## config.mk

```make
export PLATFORM = sky130hd
export DESIGN_NAME = btn_conditioner
export DESIGN_NICKNAME = d
export VERILOG_FILES = /design/src/rtl/btn_conditioner.sv
export SDC_FILE = /design/constraint.sdc
export NUM_CORES = 1
export LEC_CHECK = 0
export BUFFER_PORTS_ARGS = -buffer_cell sky130_fd_sc_hd__buf_2
export CAP_MARGIN = 20
export CORE_ASPECT_RATIO = 0.9
export CORE_MARGIN = 3
export CORE_UTILIZATION = 30
export DETAILED_ROUTE_END_ITERATION = 8
export GPL_TIMING_DRIVEN = 1
export PLACE_DENSITY_LB_ADDON = 0.3
export SLEW_MARGIN = 20
export SYNTH_ARGS = -nofsm -noshare
export SYNTH_HDL_FRONTEND = slang
export SYNTH_SLANG_ARGS = --single-unit
```

## constraint.sdc

```tcl
create_clock -name clk -period 2.5 [get_ports clk]
set_input_delay 0.25 -clock clk [delete_from_list [all_inputs] [get_ports clk]]
set_output_delay 0.25 -clock clk [all_outputs]
set_load 0.01 [all_outputs]
```

## src/rtl/btn_conditioner.sv

```systemverilog
// btn_conditioner: synchronizes and debounces the boom_pro front-panel inputs into
// press / release / long-press pulses and a debounced slide-switch vector.
module btn_conditioner #(
   parameter int DEB_CYCLES  = 500,
   parameter int LONG_CYCLES = 4000,
   parameter int SW_W        = 7
) (
   input  logic            clk,
   input  logic            sw7,
   input  logic            start,
   input  logic            btn6,
   input  logic [SW_W-1:0] sw_input,
   output logic            start_press,
   output logic            start_long,
   output logic            start_release,
   output logic            start_level,
   output logic            btn6_press,
   output logic [SW_W-1:0] sw_stable,
   output logic            sw_change
);

   localparam int MAX_CYC = (DEB_CYCLES > LONG_CYCLES) ? DEB_CYCLES : LONG_CYCLES;
   localparam int CNT_W   = $clog2(MAX_CYC + 32'sd1);
   localparam int SYN_W   = SW_W + 2;

   localparam logic [CNT_W-1:0] CNT_ZERO  = {CNT_W{1'b0}};
   localparam logic [CNT_W-1:0] CNT_ONE   = CNT_W'(32'd1);
   localparam logic [CNT_W-1:0] DEB_MAX   = CNT_W'(DEB_CYCLES);
   localparam logic [CNT_W-1:0] DEB_LAST  = CNT_W'(DEB_CYCLES - 32'sd1);
   localparam logic [CNT_W-1:0] LONG_LAST = CNT_W'(LONG_CYCLES - 32'sd1);

   typedef enum logic [2:0] {
      IDLE       = 3'd0,
      ARM        = 3'd1,
      PRESS_WAIT = 3'd2,
      HELD       = 3'd3,
      LONG       = 3'd4,
      REL_WAIT   = 3'd5
   } state_t;

   function automatic logic [CNT_W-1:0] sat_inc(input logic [CNT_W-1:0] v,
                                                input logic [CNT_W-1:0] lim);
      if (v >= lim) begin
         sat_inc = lim;
      end else begin
         sat_inc = v + CNT_ONE;
      end
   endfunction

   logic [SYN_W-1:0] sync1_r;
   logic [SYN_W-1:0] sync2_r;
   logic [1:0]       vld_r;
   logic             s_start_s;
   logic             s_btn6_s;
   logic             sync_ok_s;
   logic [SW_W-1:0]  s_sw_s;
   logic [SW_W-1:0]  sw_next_s;

   // Two-flop synchronizer for every raw input, plus a marker for when it holds real samples.
   always_ff @(posedge clk or negedge sw7) begin
      if (!sw7) begin
         sync1_r <= {SYN_W{1'b0}};
         sync2_r <= {SYN_W{1'b0}};
         vld_r   <= 2'b00;
      end else begin
         sync1_r <= {sw_input, btn6, start};
         sync2_r <= sync1_r;
         vld_r   <= {vld_r[0], 1'b1};
      end
   end

   assign s_start_s = sync2_r[0];
   assign s_btn6_s  = sync2_r[1];
   assign s_sw_s    = sync2_r[SYN_W-1:2];
   assign sw_next_s = sync1_r[SYN_W-1:2];
   // The reset-flushed zeros are not a genuine release; IDLE waits until the pipe is full.
   assign sync_ok_s = vld_r[1];

   // ------------------------------------------------------------------ start
   state_t           st_r;
   state_t           st_n_s;
   logic [CNT_W-1:0] deb_cnt_r;
   logic [CNT_W-1:0] deb_cnt_n_s;
   logic [CNT_W-1:0] hold_cnt_r;
   logic [CNT_W-1:0] hold_cnt_n_s;
   logic             long_fired_r;
   logic             long_fired_n_s;
   logic             press_r;
   logic             press_n_s;
   logic             long_r;
   logic             long_n_s;
   logic             rel_r;
   logic             rel_n_s;
   logic             level_r;
   logic             level_n_s;
   logic             long_due_s;

   assign long_due_s = !long_fired_r && (hold_cnt_r == LONG_LAST);

   // Start FSM next-state: debounce both edges, hold counter keeps running through release bounce.
   always_comb begin
      st_n_s         = st_r;
      deb_cnt_n_s    = deb_cnt_r;
      hold_cnt_n_s   = hold_cnt_r;
      long_fired_n_s = long_fired_r;
      level_n_s      = level_r;
      press_n_s      = 1'b0;
      long_n_s       = 1'b0;
      rel_n_s        = 1'b0;
      case (st_r)
         IDLE: begin
            if (sync_ok_s && !s_start_s) begin
               st_n_s = ARM;
            end else begin
               st_n_s = IDLE;
            end
         end
         ARM: begin
            if (s_start_s) begin
               st_n_s      = PRESS_WAIT;
               deb_cnt_n_s = CNT_ONE;
            end else begin
               st_n_s      = ARM;
               deb_cnt_n_s = CNT_ZERO;
            end
         end
         PRESS_WAIT: begin
            if (!s_start_s) begin
               st_n_s      = ARM;
               deb_cnt_n_s = CNT_ZERO;
            end else if (deb_cnt_r >= DEB_LAST) begin
               st_n_s         = HELD;
               deb_cnt_n_s    = DEB_MAX;
               hold_cnt_n_s   = CNT_ZERO;
               long_fired_n_s = 1'b0;
               press_n_s      = 1'b1;
               level_n_s      = 1'b1;
            end else begin
               deb_cnt_n_s = sat_inc(deb_cnt_r, DEB_MAX);
            end
         end
         HELD: begin
            if (long_due_s) begin
               long_n_s       = 1'b1;
               long_fired_n_s = 1'b1;
            end else begin
               hold_cnt_n_s = sat_inc(hold_cnt_r, LONG_LAST);
            end
            if (!s_start_s) begin
               st_n_s      = REL_WAIT;
               deb_cnt_n_s = CNT_ONE;
            end else if (long_due_s) begin
               st_n_s = LONG;
            end else begin
               st_n_s = HELD;
            end
         end
         LONG: begin
            if (!s_start_s) begin
               st_n_s      = REL_WAIT;
               deb_cnt_n_s = CNT_ONE;
            end else begin
               st_n_s = LONG;
            end
         end
         REL_WAIT: begin
            if (!s_start_s && (deb_cnt_r >= DEB_LAST)) begin
               st_n_s      = ARM;
               deb_cnt_n_s = CNT_ZERO;
               rel_n_s     = 1'b1;
               level_n_s   = 1'b0;
            end else begin
               if (long_due_s) begin
                  long_n_s       = 1'b1;
                  long_fired_n_s = 1'b1;
               end else if (!long_fired_r) begin
                  hold_cnt_n_s = sat_inc(hold_cnt_r, LONG_LAST);
               end else begin
                  hold_cnt_n_s = hold_cnt_r;
               end
               if (!s_start_s) begin
                  st_n_s      = REL_WAIT;
                  deb_cnt_n_s = sat_inc(deb_cnt_r, DEB_MAX);
               end else if (long_fired_r || long_due_s) begin
                  st_n_s      = LONG;
                  deb_cnt_n_s = CNT_ZERO;
               end else begin
                  st_n_s      = HELD;
                  deb_cnt_n_s = CNT_ZERO;
               end
            end
         end
         default: begin
            st_n_s         = IDLE;
            deb_cnt_n_s    = CNT_ZERO;
            hold_cnt_n_s   = CNT_ZERO;
            long_fired_n_s = 1'b0;
            level_n_s      = 1'b0;
         end
      endcase
   end

   // Start FSM state, counters and registered event outputs.
   always_ff @(posedge clk or negedge sw7) begin
      if (!sw7) begin
         st_r         <= IDLE;
         deb_cnt_r    <= CNT_ZERO;
         hold_cnt_r   <= CNT_ZERO;
         long_fired_r <= 1'b0;
         press_r      <= 1'b0;
         long_r       <= 1'b0;
         rel_r        <= 1'b0;
         level_r      <= 1'b0;
      end else begin
         st_r         <= st_n_s;
         deb_cnt_r    <= deb_cnt_n_s;
         hold_cnt_r   <= hold_cnt_n_s;
         long_fired_r <= long_fired_n_s;
         press_r      <= press_n_s;
         long_r       <= long_n_s;
         rel_r        <= rel_n_s;
         level_r      <= level_n_s;
      end
   end

   // ------------------------------------------------------------------- btn6
   state_t           b_st_r;
   state_t           b_st_n_s;
   logic [CNT_W-1:0] b_deb_r;
   logic [CNT_W-1:0] b_deb_n_s;
   logic             b_press_r;
   logic             b_press_n_s;

   // btn6 FSM next-state: same edge debounce as start, without long-press tracking.
   always_comb begin
      b_st_n_s    = b_st_r;
      b_deb_n_s   = b_deb_r;
      b_press_n_s = 1'b0;
      case (b_st_r)
         IDLE: begin
            if (sync_ok_s && !s_btn6_s) begin
               b_st_n_s = ARM;
            end else begin
               b_st_n_s = IDLE;
            end
         end
         ARM: begin
            if (s_btn6_s) begin
               b_st_n_s  = PRESS_WAIT;
               b_deb_n_s = CNT_ONE;
            end else begin
               b_st_n_s  = ARM;
               b_deb_n_s = CNT_ZERO;
            end
         end
         PRESS_WAIT: begin
            if (!s_btn6_s) begin
               b_st_n_s  = ARM;
               b_deb_n_s = CNT_ZERO;
            end else if (b_deb_r >= DEB_LAST) begin
               b_st_n_s    = HELD;
               b_deb_n_s   = DEB_MAX;
               b_press_n_s = 1'b1;
            end else begin
               b_deb_n_s = sat_inc(b_deb_r, DEB_MAX);
            end
         end
         HELD: begin
            if (!s_btn6_s) begin
               b_st_n_s  = REL_WAIT;
               b_deb_n_s = CNT_ONE;
            end else begin
               b_st_n_s = HELD;
            end
         end
         REL_WAIT: begin
            if (s_btn6_s) begin
               b_st_n_s  = HELD;
               b_deb_n_s = CNT_ZERO;
            end else if (b_deb_r >= DEB_LAST) begin
               b_st_n_s  = ARM;
               b_deb_n_s = CNT_ZERO;
            end else begin
               b_deb_n_s = sat_inc(b_deb_r, DEB_MAX);
            end
         end
         default: begin
            b_st_n_s  = IDLE;
            b_deb_n_s = CNT_ZERO;
         end
      endcase
   end

   // btn6 FSM state and registered press pulse.
   always_ff @(posedge clk or negedge sw7) begin
      if (!sw7) begin
         b_st_r    <= IDLE;
         b_deb_r   <= CNT_ZERO;
         b_press_r <= 1'b0;
      end else begin
         b_st_r    <= b_st_n_s;
         b_deb_r   <= b_deb_n_s;
         b_press_r <= b_press_n_s;
      end
   end

   // --------------------------------------------------------------- switches
   logic [CNT_W-1:0] sw_cnt_r;
   logic [CNT_W-1:0] sw_cnt_n_s;
   logic [SW_W-1:0]  sw_stable_r;
   logic [SW_W-1:0]  sw_stable_n_s;
   logic             sw_change_r;
   logic             sw_change_n_s;

   // Shared stability counter: any movement of the vector restarts it; update on the last stable cycle.
   always_comb begin
      sw_cnt_n_s    = sw_cnt_r;
      sw_stable_n_s = sw_stable_r;
      sw_change_n_s = 1'b0;
      if (sw_next_s != s_sw_s) begin
         sw_cnt_n_s = CNT_ZERO;
      end else if (sw_cnt_r == DEB_LAST) begin
         sw_cnt_n_s = DEB_MAX;
         if (s_sw_s != sw_stable_r) begin
            sw_stable_n_s = s_sw_s;
            sw_change_n_s = 1'b1;
         end else begin
            sw_stable_n_s = sw_stable_r;
         end
      end else begin
         sw_cnt_n_s = sat_inc(sw_cnt_r, DEB_MAX);
      end
   end

   // Switch debouncer registers.
   always_ff @(posedge clk or negedge sw7) begin
      if (!sw7) begin
         sw_cnt_r    <= CNT_ZERO;
         sw_stable_r <= {SW_W{1'b0}};
         sw_change_r <= 1'b0;
      end else begin
         sw_cnt_r    <= sw_cnt_n_s;
         sw_stable_r <= sw_stable_n_s;
         sw_change_r <= sw_change_n_s;
      end
   end

   assign start_press   = press_r;
   assign start_long    = long_r;
   assign start_release = rel_r;
   assign start_level   = level_r;
   assign btn6_press    = b_press_r;
   assign sw_stable     = sw_stable_r;
   assign sw_change     = sw_change_r;

endmodule
```

==> results.json, run 1 <==
{
  "outcome": "complete, no violations",
  "syn_area_um2": 4450,
  "wire_per_inst_um": 13.9,
  "synth_enable_flop_cells": 0,
  "start_util_pct": 31.2,
  "core_area_um2": 14300,
  "first_pass_iters": 4,
  "routed-wl-met2_mm": 4.21,
  "worstPathMaxFanout": 6,
  "max_freq_ghz": 0.429,
  "yosysUniqueCellTypes": 62,
  "cts_tree": "done",
  "rows": 41,
  "drv_cap": 0,
  "path_class": "flop to flop",
  "leakage_nw": 2.28,
  "grt_start_max_net_pins": 55,
  "hp-class": "input pin to flop",
  "finalSetupViolCount": 0,
  "cts_inserted_buffers": 9,
  "detail-route-antenna-nets": 0,
  "final_common_cell": "dfrtp_1",
  "grt_first_pass_wirelength_mm": 16.2,
  "fin_skew_ns": 0.00655,
  "clock_latency_ns": 0.34,
  "cp-startpoint": "deb_cnt_r[0]$_DFFE_PN0P_",
  "cp.required_ns": 2.73,
  "drt-initial-drc-count": 247,
  "power_density_nw_per_um2": 794,
  "port_buffers": 23,
  "combPwrFrac_pct": 21.6,
  "area_growth_syn_to_layout_pct": 16.8,
  "hpwlAfterDp_mm": 6.43,
  "setup_tns_ns": 0,
  "layout_common_cells": "88 x dfrtp_1, 38 x nor2_1, 27 x nand2_1, 24 x o21ai_0",
  "worst_ir_drop_vdd_mv": 0.366,
  "grt-ovfl-total": 0,
  "die_x_um": 134,
  "avgSynthCellArea_um2": 10.1,
  "synth_seq_area_share_pct": 49.5,
  "dieArea_um2": 16300,
  "wl_met1_mm": 4.72,
  "place_area_um2": 4800,
  "cts_buffer_depth": 2,
  "synthFlopType": "dfrtp_1",
  "path_clk_slew_ns": 0.06,
  "critPathCaptureType": "flop",
  "yosys_warnings": 0,
  "switching_power_w": 0.00128,
  "final_area_um2": 5200,
  "p_seq_share_pct": 41.2,
  "io_pins": 24,
  "p_sw_share_pct": 31.0,
  "routed-wl-met3_um": 329,
  "vias": 3380,
  "tightest_slew_ns": 0.747,
  "layout-drive-gt1-share_pct": 15.5,
  "cts.htree.levels": 3,
  "grtUsageTotal_pct": 12.2,
  "arrival_ns": 2.56,
  "clkPwrFrac_pct": 37.2,
  "final_max_slew_viol_count": 0,
  "place_inst": 649,
  "fin_crit_sh_pct": 93.2,
  "grt_pass1_vias": 3265,
  "highest_layer": "met4",
  "layout_min_cycle_time_ns": 2.33,
  "nNetsFinal": 491,
  "viasPerCell": 5.04,
  "async_flop_share_pct": 100,
  "hp-start": "start",
  "drc": 0,
  "whs_ns": 0.0142,
  "slew-limit-headroom_pct": 49.8,
  "timing.rr.start": "deb_cnt_r[0]$_DFFE_PN0P_",
  "start_kind": "flop",
  "num_antenna_cells": 0,
  "die_height_um": 122,
  "internal_power_w": 0.00285,
  "rsz0062_at_grt": "no",
  "ys_ff_latch": 88,
  "gp_congestion": 0.837,
  "timing_hold_violations_final": 0,
  "wirelength_mm": 9.35,
  "worst-r2r-setup-slack_ns": 0.17,
  "grt_antenna_before_repair": 0,
  "final_cells": 671,
  "synth_cells": 441,
  "cts.sinks": 88,
  "cts_root_buf": "clkbuf_16"
}
-- cell families after synthesis --
kind of cell	Yosys count	synth area share [%]
compound gates	116	18.2
mux	8	2.59
fa+ha+maj	7	1.97
flops	88	49.5
other cells	2	0.169
xor+xnor	24	4.72
buf+inv	38	3.82
simple gates	158	19.1
-- power groups by stage --
stage	Combinational (W)	Sequential [W]	Clock, W
floorplan	0.000720	0.00162	0
global placement	0.000826	0.00171	0
detailed placement	0.000842	0.00172	0
CTS	0.000855	0.00169	0.00159
global route	0.00102	0.00172	0.00166
finish	0.000892	0.00170	0.00154
-- synthesized netlist by cell type, types with 3 or more instances --
cell | number | area [um2]
a211o_1 | 6 | 52.6
a211oi_1 | 5 | 37.5
a21oi_1 | 23 | 115
a31o_2 | 3 | 26.3
a31oi_1 | 5 | 31.3
a41oi_1 | 6 | 52.6
and2_1 | 6 | 37.5
and3_1 | 5 | 31.3
and4_1 | 5 | 43.8
buf_2 | 4 | 20.0
clkbuf_1 | 11 | 41.3
dfrtp_1 | 88 | 2200
ha_1 | 7 | 87.6
inv_1 | 19 | 71.3
mux2_4 | 7 | 105
nand2_1 | 27 | 101
nand2b_1 | 7 | 43.8
nand3_1 | 18 | 90.1
nand4_1 | 12 | 75.1
nor2_1 | 38 | 143
nor2b_1 | 5 | 31.3
nor3_1 | 11 | 55.1
nor3b_1 | 7 | 52.6
nor4_1 | 4 | 25.0
o211ai_1 | 6 | 45.0
o21a_1 | 7 | 52.6
o21ai_0 | 25 | 125
o2bb2ai_1 | 7 | 61.3
o31ai_1 | 3 | 22.5
or3_1 | 3 | 18.8
xnor2_1 | 13 | 114
xor2_1 | 11 | 96.3
-- state kept, by name, indices dropped and copies added, names as in the netlist --
register       count
sw_cnt_r          12
vld_r              2
b_deb_r           12
start_long         1
hold_cnt_r        12
sw_change          1
deb_cnt_r         12
b_st_r             3
start_press        1
sync2_r            9
sync1_r            9
long_fired_r       1
start_release      1
sw_stable          7
start_level        1
st_r               3
btn6_press         1
-- metal layers --
metal / GRT usage (%) / vias up
li1: - / 1659
met1: 17.6 / 1652
met4: 3.63 / 0
met2: 17.9 / 61
met3: 3.55 / 8
met5: 0 / -
-- what timing repair did --
action,in CTS,in global routing
endpoints found under the setup margin,2,9
pin swaps,1,1
hold buffers,3,1
cloned,0,0
setup buffers,0,2
endpoints found under the hold margin,36,1
resized for setup,1,1
-- cell type report --
type | count | area (um2)
Clock buffer | 9 | 225
Inverter | 19 | 71.3
Multi-Input combinational cell | 317 | 2090
Tap cell | 193 | 241
Fill cell | 1459 | 9060
Clock inverter | 7 | 118
Timing Repair Buffer | 38 | 253
Sequential cell | 88 | 2200
-- worst paths after layout --
kind	end	cells past startpoint
worst max-delay path	hold_cnt_r[10]$_DFFE_PN0P_	8
worst min-delay path	sync1_r[0]$_DFF_PN0_	1
worst max register to register	hold_cnt_r[10]$_DFFE_PN0P_	8
worst min register to register	vld_r[1]$_DFF_PN0_	0
max in group asynchronous	sync1_r[3]$_DFF_PN0_	3
min in group asynchronous	hold_cnt_r[10]$_DFFE_PN0P_	2
-- per-stage QoR --
stage,utilization (%),setup WS (ns),power [W]
2_1_floorplan,-,0.367,0.00234
5_1_grt,36.5,0.0340,0.00440
3_5_place_dp,33.6,0.0159,0.00256
3_3_place_gp,33.6,0.129,0.00254
4_1_cts,36.3,0.0322,0.00414
6_report,36.5,0.169,0.00413
-- critical path: stages (launching register included) --
cell and delay (ns):
dfrtp_1 0.42, ha_1 0.27, or3_4 0.35, a31oi_1 0.38, o211ai_1 0.23, buf_4 0.21
buf_4 0.14, mux2i_1 0.15, nor2_1 0.06
No activity file was read; power rests on OpenSTA's default activity.
==> run 2, diff against run 1 <==
--- a/config.mk
+++ b/config.mk
@@ -11,8 +11,7 @@
 export CORE_MARGIN = 3
 export CORE_UTILIZATION = 30
 export DETAILED_ROUTE_END_ITERATION = 8
-export GPL_TIMING_DRIVEN = 1
-export PLACE_DENSITY_LB_ADDON = 0.3
+export PLACE_DENSITY = 0.47
 export SLEW_MARGIN = 20
 export SYNTH_ARGS = -nofsm -noshare
 export SYNTH_HDL_FRONTEND = slang
==> run 2 against run 1 <==
Combinational power decreased by 5.0%. Clock skew increased by 0.00059 ns. Routed wire length up 0.22%. Core utilization down 0.59 points. Total power decreased by 3.2%. Sequential power about the same. Count of clock-buffer cells in the layout rose by 3. Critical endpoint is now hold_cnt_r[8]$_DFFE_PN0P_. Design area shrank 1.6%. Worst setup slack better by 0.019 ns.
==> results.json, run 2 (same netlist as run 1, synthesis figures left out) <==
{
  "outcome": "complete, no violations",
  "hp-class": "input pin to flop",
  "layout_common_cells": "88 x dfrtp_1, 38 x nor2_1, 27 x nand2_1, 24 x o21ai_0, 23 x a21oi_1",
  "gp_congestion": 0.797,
  "die_height_um": 122,
  "worst_ir_drop_vdd_mv": 0.428,
  "nNetsFinal": 484,
  "grt_antenna_before_repair": 0,
  "setup_tns_ns": 0,
  "vias": 3309,
  "rows": 41,
  "worstPathMaxFanout": 10,
  "critPathCaptureType": "flop",
  "rsz0062_at_grt": "no",
  "layout_min_cycle_time_ns": 2.31,
  "cp.required_ns": 2.74,
  "clock_latency_ns": 0.34,
  "path_clk_slew_ns": 0.06,
  "fin_crit_sh_pct": 92.5,
  "cts_root_buf": "clkbuf_16",
  "cts-resized-gates": 0,
  "grt_start_max_net_pins": 52,
  "die_x_um": 134,
  "viasPerCell": 4.98,
  "power_density_nw_per_um2": 782,
  "final_common_cell": "dfrtp_1",
  "area_growth_syn_to_layout_pct": 15.0,
  "cts_buffer_depth": 2,
  "cts.sinks": 88,
  "max_freq_ghz": 0.432,
  "hpwlAfterDp_mm": 6.43,
  "layout-drive-gt1-share_pct": 14.2,
  "tightest_slew_ns": 0.785,
  "finalSetupViolCount": 0,
  "grt_pass1_vias": 3152,
  "cts_inserted_buffers": 9,
  "fin_skew_ns": 0.00714,
  "drc": 0,
  "wire_per_inst_um": 14.1,
  "drt-initial-drc-count": 188,
  "p_total_w": 0.00400,
  "post-place-ws_ns": 0.0472,
  "cts_tree": "done",
  "num_antenna_cells": 0,
  "slew-limit-headroom_pct": 47.3,
  "start_kind": "flop",
  "drv_cap": 0,
  "path_class": "flop to flop",
  "timing_hold_violations_final": 0,
  "grt_first_pass_wirelength_mm": 15.9,
  "detail-route-antenna-nets": 0,
  "core_area_um2": 14300,
  "io_pins": 24,
  "utilization_pct": 35.9,
  "arrival_ns": 2.56,
  "grt-ovfl-total": 0,
  "leakage_nw": 2.23,
  "cts.htree.levels": 3,
  "whs_ns": 0.0151,
  "fillers": 1470,
  "first_pass_iters": 4,
  "worst_slack_ns": 0.188,
  "wirelength_mm": 9.37,
  "port_buffers": 23,
  "grtUsageTotal_pct": 12.1,
  "final_max_slew_viol_count": 0,
  "dieArea_um2": 16300,
  "start_util_pct": 31.2
}
==> run 2: cell types whose count changed in the layout (fill, tap and decap cells not counted), sizes merged <==
cell and delta:
dlygate4sd3 -3, bufinv -1, clkinv -2, clkinvlp +1, clkbuf +3, buf -4, inv -1
==> run 2: path summary, 6_finish.rpt <==
| kind | to | depth (start not counted) | from | slack [ns] |
|---|---|---|---|---|
| max | hold_cnt_r[8]$_DFFE_PN0P_ | 7 | deb_cnt_r[0]$_DFFE_PN0P_ | 0.19 |
| min | sync1_r[1]$_DFF_PN0_ | 1 | btn6 | 0.02 |
| max reg2reg | hold_cnt_r[8]$_DFFE_PN0P_ | 7 | deb_cnt_r[0]$_DFFE_PN0P_ | 0.19 |
| min reg2reg | vld_r[1]$_DFF_PN0_ | 0 | vld_r[0]$_DFF_PN0_ | 0.35 |
| max in group asynchronous | deb_cnt_r[1]$_DFFE_PN0P_ | 3 | sw7 | 1.42 |
| min in group asynchronous | sw_stable[0]$_DFFE_PN0P_ | 2 | sw7 | 0.44 |
==> run 2: final cells by class <==
type                    instances  area [um2]  area share [%]
clock inverters                 4        76.3            1.49
repair buffers                 31         193            3.77
flip-flops and latches         88        2200            43.0
multi-input cells             317        2090            40.8
well taps                     193         241            4.72
inverters                      19        71.3            1.39
clock buffers                  12         246            4.82
==> run 2: worst max-delay path: stages, from the launching register on <==
cell,delay (ns)
dfrtp_1,0.41
ha_1,0.26
or3_4,0.35
a31oi_1,0.30
buf_4,0.20
o211a_1,0.37
nor2_1,0.13
a211oi_1,0.20
==> run 2: power by group <==
part | internal, W | switching (W)
registers | 0.00152 | 0.000175
logic | 0.000322 | 0.000524
clock network | 0.000908 | 0.000554
==> run 2: metal layers <==
metal / wire, um / share of wire (%) / GRT usage [%] / vias to the layer above
li1: - / - / - / 1653
met1: 4770 / 51 / 17.4 / 1591
met2: 4130 / 44 / 17.6 / 51
met3: 323 / 3.4 / 3.26 / 14
met4: 138 / 1.5 / 3.82 / 0
met5: 0 / 0 / 0 / -
==> run 2: what timing repair did <==
item                      4_1_cts  5_1_grt
hold endpoints to repair       37        0
setup buffers                   0        0
hold buffers                    1        0
==> run 2: metrics by stage <==
stage	cell area, um2	cells
finish	5120	664
global route	5120	664
CTS	5120	664
detailed placement	4780	647
global placement	4780	647
floorplan	4460	443
==> run 3, diff against run 2 <==
--- a/config.mk
+++ b/config.mk
@@ -8,11 +8,12 @@
 export BUFFER_PORTS_ARGS = -buffer_cell sky130_fd_sc_hd__buf_2
 export CAP_MARGIN = 20
 export CORE_ASPECT_RATIO = 0.9
-export CORE_MARGIN = 3
+export CORE_MARGIN = 4
 export CORE_UTILIZATION = 30
 export DETAILED_ROUTE_END_ITERATION = 8
+export HOLD_SLACK_MARGIN = 0.12
 export PLACE_DENSITY = 0.47
-export SLEW_MARGIN = 20
+export SLEW_MARGIN = 10
 export SYNTH_ARGS = -nofsm -noshare
 export SYNTH_HDL_FRONTEND = slang
 export SYNTH_SLANG_ARGS = --single-unit
==> run 3 against run 2 <==
Register-to-register slack about the same. Sequential power about the same. Global-route usage rose by 0.64 points. Critical path depth fell by 1. Critical endpoint is now hold_cnt_r[6]$_DFFE_PN0P_.
==> results.json, run 3 (same netlist as run 1, synthesis figures left out) <==
{
  "gp_congestion": 0.768,
  "hold_depth": 0,
  "core_area_um2": 14300,
  "cts_buffer_depth": 2,
  "layout_common_cells": "88 x dfrtp_1, 38 x nor2_1, 27 x nand2_1, 24 x o21ai_0",
  "cts.htree.levels": 3,
  "vias": 3397,
  "path_clk_slew_ns": 0.06,
  "post-place-ws_ns": 0.0387,
  "cp.depth": 6,
  "timing.rr.start": "deb_cnt_r[0]$_DFFE_PN0P_",
  "cp-startpoint": "deb_cnt_r[0]$_DFFE_PN0P_",
  "reg2regPathDepth": 6,
  "hp-class": "flop to flop",
  "wirelength_mm": 9.71,
  "whs_ns": 0.339,
  "final_common_cell": "dfrtp_1",
  "finalSetupViolCount": 0,
  "place_area_um2": 4800,
  "io_pins": 24,
  "die_x_um": 136,
  "wire_per_inst_um": 14.4,
  "layout_min_cycle_time_ns": 2.31,
  "cts.sinks": 88,
  "area_growth_syn_to_layout_pct": 18.0,
  "outcome": "complete, no violations",
  "crit_family": "simple AND/OR/NAND/NOR gates",
  "setup_tns_ns": 0,
  "drv_cap": 0,
  "final_area_um2": 5250,
  "critPathCaptureType": "flop",
  "worst-r2r-setup-slack_ns": 0.19,
  "detail-route-antenna-nets": 0,
  "fin_skew_ns": 0.00863,
  "fin_crit_sh_pct": 92.5,
  "worst_slack_ns": 0.188,
  "tightest_slew_ns": 0.770,
  "grt_start_max_net_pins": 52,
  "viasPerCell": 5.03,
  "path_class": "flop to flop",
  "drt-initial-drc-count": 190,
  "crit_slowest_cell": "or3_4",
  "die_height_um": 124,
  "start_kind": "flop",
  "port_buffers": 23,
  "cp.required_ns": 2.76,
  "slowest_delay_ns": 0.45,
  "num_antenna_cells": 0,
  "grt-ovfl-total": 0,
  "timing_hold_violations_final": 0,
  "max_freq_ghz": 0.432,
  "final_max_slew_viol_count": 0,
  "grt_first_pass_wirelength_mm": 17.0,
  "cp_cell_sequence": "ha_1 > or3_4 > a311o_1 > o211a_1 > or3_4 > o22ai_2",
  "grtUsageTotal_pct": 12.7,
  "fillers": 1456,
  "cts_tree": "done",
  "grt_antenna_before_repair": 0,
  "first_pass_iters": 5,
  "r2r-end": "hold_cnt_r[6]$_DFFE_PN0P_",
  "place_inst": 649,
  "rows": 41,
  "slew-limit-headroom_pct": 48.3,
  "dieArea_um2": 16900,
  "leakage_nw": 2.29,
  "grt_pass1_vias": 3383,
  "drc": 0,
  "power_density_nw_per_um2": 789,
  "worst_ir_drop_vdd_mv": 0.497,
  "worstPathMaxFanout": 10,
  "final_cells": 675,
  "arrival_ns": 2.58,
  "hpwlAfterDp_mm": 6.58,
  "rsz0062_at_grt": "no",
  "crit_top_cell": "or3_4",
  "nNetsFinal": 497,
  "layout-drive-gt1-share_pct": 14.9,
  "clock_latency_ns": 0.35,
  "start_util_pct": 31.2,
  "cts_inserted_buffers": 9,
  "endpoint": "hold_cnt_r[6]$_DFFE_PN0P_",
  "path_buf_inv": 0,
  "cts_root_buf": "clkbuf_16"
}
-- run 3: layer usage --
layer / vias up / global-route usage [%] / routed length, um
met1: 1664 / 17.6 / 4900
met3: 8 / 4.19 / 380
li1: 1674 / - / -
met4: 0 / 3.72 / 139
met2: 51 / 18.9 / 4290
met5: - / 0 / 0
-- run 3: worst reg2reg max path, delay by kind of cell, from the launching register on --
family	cells	cell delay (ns)
AO/OA/AOI/OAI	3	0.75
flip-flops	1	0.41
AND/OR/NAND/NOR	2	0.80
adder cells (fa/ha/maj)	1	0.27
-- run 3: how the worst min path moves through the flow --
| stage | start | end | slack (ns) |
|---|---|---|---|
| floorplan | sw7 | b_deb_r[0]$_DFFE_PN0P_ | -0.05 |
| global placement | sw7 | sw_stable[4]$_DFFE_PN0P_ | 0.27 |
| detailed placement | sw7 | sw_stable[4]$_DFFE_PN0P_ | 0.26 |
| CTS | vld_r[0]$_DFF_PN0_ | vld_r[1]$_DFF_PN0_ | 0.34 |
| global route | vld_r[0]$_DFF_PN0_ | vld_r[1]$_DFF_PN0_ | 0.34 |
| finish | vld_r[0]$_DFF_PN0_ | vld_r[1]$_DFF_PN0_ | 0.34 |
-- run 3: where the power goes --
part	internal, W	total [W]	switching (W)	leakage (nW)
Sequential	0.00152	0.00169	0.000176	1.16
Clock	0.000968	0.00152	0.000553	0.162
Combinational	0.000385	0.000931	0.000546	0.968
Total	0.00287	0.00414	0.00128	2.29
-- run 3: what timing repair did --
item	4_1_cts	5_1_grt
hold endpoints to repair	46	0
gates resized for setup	0	1
setup endpoints to repair	0	9
hold buffers	10	0
buffers inserted	0	2
-- run 3: area by class of cell --
| type | instances | area, um2 | share of cell area, % |
|---|---|---|---|
| Timing Repair Buffer | 44 | 313 | 5.96 |
| Inverter | 19 | 71.3 | 1.36 |
| Sequential cell | 88 | 2200 | 41.9 |
| Clock inverter | 5 | 108 | 2.05 |
| Multi-Input combinational cell | 317 | 2090 | 39.8 |
| Tap cell | 193 | 241 | 4.60 |
| Clock buffer | 9 | 225 | 4.29 |
-- run 3: stage by stage --
step / total power (W) / util (%)
global placement: 0.00259 / 33.6
finish: 0.00414 / 36.8
detailed placement: 0.00261 / 33.6
floorplan: 0.00234 / -
CTS: 0.00418 / 36.7
global route: 0.00441 / 36.8
